File: config.mk
export PLATFORM = sky130hd
export DESIGN_NAME = reg_4bits_piso_tx_load_control
export DESIGN_NICKNAME = d
export VERILOG_FILES = /design/src/rtl/reg_4bits_piso_tx_load_control.sv
export SDC_FILE = /design/constraint.sdc
export NUM_CORES = 1
export LEC_CHECK = 0
export ABC_AREA = 1
export CORE_AREA = 2 2 39 41
export DETAILED_ROUTE_END_ITERATION = 16
export DIE_AREA = 0 0 41 43
export PLACE_DENSITY = 0.5
export SLEW_MARGIN = 20
export SYNTH_ARGS = -nofsm -noshare
export SYNTH_HDL_FRONTEND = slang
export SYNTH_SLANG_ARGS = --single-unit
File: constraint.sdc
create_clock -name reloj -period 1.8 [get_ports reloj]
set_clock_uncertainty 0.15 [all_clocks]
set_input_delay 0.54 -clock reloj [delete_from_list [all_inputs] [get_ports reloj]]
set_output_delay 0.54 -clock reloj [all_outputs]
set_load 0.02 [all_outputs]
File: src/rtl/reg_4bits_piso_tx_load_control.sv
// Parallel-in/serial-out transmitter with a carga/listo load handshake.
// It shifts an N-bit word out one bit per reloj cycle and can take back-to-back words without an idle cycle.
module reg_4bits_piso_tx_load_control #(
  parameter int N         = 4,
  parameter bit MSB_FIRST = 1'b0
) (
  input  logic         reloj,
  input  logic         reset,
  input  logic         carga,
  input  logic [N-1:0] In,
  output logic         listo,
  output logic         serie,
  output logic         valido_serie,
  output logic         fin
);

  localparam int CW = (N > 1) ? $clog2(N) : 1;
  localparam logic [CW-1:0] LAST = CW'(N - 1);

  typedef enum logic {
    IDLE  = 1'b0,
    SHIFT = 1'b1
  } state_t;

  state_t         r_state, w_state_nxt;
  logic [CW-1:0]  r_cnt, w_cnt_nxt;
  logic [N-1:0]   r_sh, w_sh_nxt, w_sh_adv;
  logic           w_last, w_accept;

  // Every output is decoded from registered state only, so no path runs from carga to listo.
  assign w_last       = (r_state == SHIFT) && (r_cnt == LAST);
  assign listo        = (r_state == IDLE) || w_last;
  assign w_accept     = carga && listo;
  assign fin          = w_last;
  assign valido_serie = (r_state == SHIFT);
  assign serie        = valido_serie && (MSB_FIRST ? r_sh[N-1] : r_sh[0]);
  assign w_sh_adv     = MSB_FIRST ? {r_sh[N-2:0], 1'b0} : {1'b0, r_sh[N-1:1]};

  // Next-state, counter and shift-register update
  always_comb begin
    w_state_nxt = r_state;
    w_cnt_nxt   = r_cnt;
    w_sh_nxt    = r_sh;
    case (r_state)
      IDLE: begin
        if (w_accept) begin
          w_state_nxt = SHIFT;
          w_cnt_nxt   = {CW{1'b0}};
          w_sh_nxt    = In;
        end else begin
          w_state_nxt = IDLE;
        end
      end
      SHIFT: begin
        if (w_last) begin
          if (carga) begin
            w_state_nxt = SHIFT;
            w_cnt_nxt   = {CW{1'b0}};
            w_sh_nxt    = In;
          end else begin
            w_state_nxt = IDLE;
            w_cnt_nxt   = {CW{1'b0}};
            w_sh_nxt    = {N{1'b0}};
          end
        end else begin
          w_cnt_nxt = r_cnt + CW'(1);
          w_sh_nxt  = w_sh_adv;
        end
      end
      default: begin
        w_state_nxt = IDLE;
        w_cnt_nxt   = {CW{1'b0}};
        w_sh_nxt    = {N{1'b0}};
      end
    endcase
  end

  // State registers; reset takes priority over any load on the same edge
  always_ff @(posedge reloj) begin
    if (reset) begin
      r_state <= IDLE;
      r_cnt   <= {CW{1'b0}};
      r_sh    <= {N{1'b0}};
    end else begin
      r_state <= w_state_nxt;
      r_cnt   <= w_cnt_nxt;
      r_sh    <= w_sh_nxt;
    end
  end

endmodule

* After elaboration in Yosys (flattened, before gate mapping)
Index checks and enable logic that the tools add are counted.
Operators by class: add/subtract/negate cells 1, equality and inequality tests 2, muxes and demuxes 11, bitwise operators 1, reductions and logical operators 4
Operators with widths (count):
- $mux W4 | 3
- $pmux W4 S2 | 1
- $mux W2 | 2
- $pmux W2 S2 | 1
- $logic_and A1 B1 Y1 | 3
- $mux W1 | 3
- $add A2 B1 Y2 const B | 1
- $eq A2 B2 Y1 const B | 1
- $ne A2 B2 Y1 const B | 1
- $pmux W1 S2 | 1
- $logic_or A1 B1 Y1 | 1
- $not A1 Y1 | 1
Word-level totals: flip-flop bits (word level) 7, bits of input ports 7, output and inout bits 4, word-level logic and storage cells 22

* Longest topological paths before layout
depth in word-level cells 6, depth in mapped cells 6, depth with buffers taken out 6

* Worst setup path after synthesis
Ideal clock, no wire load.
path type reg2out, start point register r_state, in the netlist valido_serie, end point output port fin, arrival time 0.832 ns, required time 1.110 ns, path slack 0.278 ns, cell stages (with the launch flop) 4, path buffers 1, cell sequence dfxtp_1 buf_6 nand2_1 inv_1
Between the ends: word-level cells in the longest chain between the ends 1
RTL lines:
- from (decl) | RTL line 25 | state_t r_state, w_state_nxt;
- from (signal assigned) | RTL line 85 | r_state <= w_state_nxt;
- $logic_and A1 B1 Y1 | RTL line 31 | assign w_last = (r_state == SHIFT) && (r_cnt == LAST);
- to (decl) | RTL line 14 | output logic fin
Every way passes these cells.

* Worst setup path after layout
start point register r_state, in the netlist valido_serie, end point output port serie
Between the ends: word-level cells in the longest chain between the ends 1
RTL lines:
- $logic_and A1 B1 Y1 | RTL line 36 | assign serie = valido_serie && (MSB_FIRST ? r_sh[N-1] : r_sh[0]);
- to (decl) | RTL line 12 | output logic serie,
Every way passes these cells.

==> results.yml <==
logic_synthesis:
  seq_area_frac_synth_pct: 40.0
  synth_ff_type: "dfxtp_1"
  synth_top_area_cell: "dfxtp_1"
  synthArstFlopShare_pct: 0
  syn_inst: 51
  synth_top_area_share_pct: 40.0
  synth.distinct_cells: 12
  ys_top_cells_by_count: "inv_1, nand2_1, a21oi_1, dfxtp_1, nor2_1"
  syn-num-nets: 59
  synth_edf_count: 0
  yosys_warnings: 0
  syn_area_um2: 350
  synth_seq_cells: 7
  synth_area_leaders: "dfxtp_1, a21oi_1, inv_1, nand2_1, nor2_1"
  syn_area_per_cell_um2: 6.87
critical_path:
  critPathBufInv: 2
  cp.arrival_ps: 1050
  cp_top_family: "flip-flops"
  slowest_delay_ps: 400
  crit_path_top_delay_cell: "dfxtp_2"
  start_kind: "flip-flop"
  end_kind: "output pin"
  required_ps: 1110
  crit_chain: "nand2_1 > inv_1 > clkdlybuf4s15_1"
  crit_type: "flip-flop to output pin"
  r2r_slack_ps: 550
  path_max_fanout: 8
clock_network:
  cts_tree: "built"
  clock_sinks: 7
  cts-root-buf: "clkbuf_4"
  clkTransAtPathRegs_ps: 60
  clockBufferDepth: 2
  hold_buffers: 0
  cts-htree-levels: 1
  cts_made_buffers: 3
  post_cts_buffers: 0
  insertion_delay_ps: 250
timing:
  fin_tns_setup_ps: 0
  grt_setup_unrepaired: "false"
  fin_crit_sh_pct: 96.5
  finalSetupViolCount: 0
  hold_violations: 0
  slew_headroom_pct: 86.6
  fmax_ghz: 0.576
  layout_min_cycle_time_ps: 1740
  maxSlewViolCount: 0
  worst_pin_slew_ps: 202
worst_hold_path:
  hp-class: "flip-flop to flip-flop"
grt:
  use_met3_pct: 3.14
  grtUsageMet1_pct: 13.9
  grt_use_met2_pct: 14.1
  grt_pass1_vias: 322
  antenna_found_initial: 0
  gr-total-overflow: 0
  grt_pass1_wl_mm: 1.28
  busiest_layer: "met2"
  grt_max_degree: 9
  grt_usage_pct: 11.3
floorplanning:
  dieArea_mm2: 0.00176
  die_w_um: 41
  fp.dieH_um: 43
  core_mm2: 0.00138
  ios: 11
  start_util_pct: 25.3
  row_count: 14
finish:
  drive_above_1_share_pct: 24.3
  fillers: 153
  syn_to_final_growth_pct: 50.0
  antenna_cells: 0
  final_cells: 86
  final_net_count: 79
placement:
  dp_hpwl_um: 619
  dp.cells: 82
  gp_congestion: 0.631
  port_buffers: 10
drt:
  ant_nets: 0
  drc: 0
  drt_first_pass_iters: 2
  wl_um: 778
  drtIter0Drc: 2
  routedWlPerCell_um: 9.05
  vias_per_cell: 4.30
  num_vias: 370
pwr:
  p_leak_uw: 0.000260
  ir_worst_vdd_mv: 0.263
  power_density_mw_per_mm2: 752
status:
  outcome: "finished clean"
run:
  drv_cap: 0
==> per-layer routing <==
layer  vias up  part of all wire, %
li1        198                    -
met1       160                   47
met2        10                   43
met3         2                  6.9
met4         0                  2.4
met5         -                    0
==> final timing paths <==
path / depth (start not counted) / end / start
setup / recovery: 3 / serie / valido_serie
hold / removal: 2 / r_cnt[1] / r_cnt[1]
setup reg to reg: 5 / r_sh[1] / valido_serie
hold reg to reg: 2 / r_cnt[1] / r_cnt[1]
==> layout make-up <==
class	instances	area, µm²	area share, %
multi-input cells	33	164	31.2
flip-flops and latches	7	141	26.9
repair buffers	16	136	26.0
inverters	10	37.5	7.14
clock buffers	4	26.3	5.00
well taps	16	20.0	3.81
==> flip-flops by register name, indices dropped and copies added, names as in the netlist <==
name          cells
r_sh              4
r_cnt             2
valido_serie      1
==> worst register-to-register path, cell delays in order, from the launching register on <==
cell     delay (ps)
dfxtp_2         360
buf_4           160
nor2_2          180
inv_2            90
o21ai_0         150
nor2_1           60
==> power breakdown <==
part / total, µW / switching, µW / internal, µW
combinational: 75.5 / 35.6 / 39.9
clock: 144 / 59.5 / 84.7
sequential: 175 / 8.11 / 167
==> placed cells by master (no fill, tap or decap), types with 2 or more instances in the layout <==
cell / count
clkbuf_4: 3
o21ai_0: 4
inv_2: 2
nor2_1: 6
nand3_1: 4
nand2_1: 9
buf_4: 7
a21oi_1: 7
clkdlybuf4s50_1: 6
inv_1: 8
dfxtp_1: 6
==> through the flow <==
stage	cell area, µm²	hold slack [ps]	total power [µW]	setup WS, ps	utilization [%]
floorplan	350	287	218	278	-
global placement	504	303	256	-115	36.4
detailed placement	504	312	256	-128	36.4
CTS	522	323	404	11.4	37.7
global route	526	342	427	0.657	38.0
finish	526	323	395	63.7	38.0
==> cell families after synthesis <==
logic type | Yosys count | synth area share, %
AO/OA/AOI/OAI | 11 | 15.7
adder cells (fa/ha/maj) | 1 | 3.57
AND/OR/NAND/NOR | 21 | 26.8
flip-flops | 7 | 40.0
buffers and inverters | 11 | 13.9
==> repair_timing <==
item	4_1_cts	5_1_grt
endpoints found under the setup margin	4	2
pin swaps	0	1
resized for setup	12	3
No activity file was read; power rests on OpenSTA's default activity.
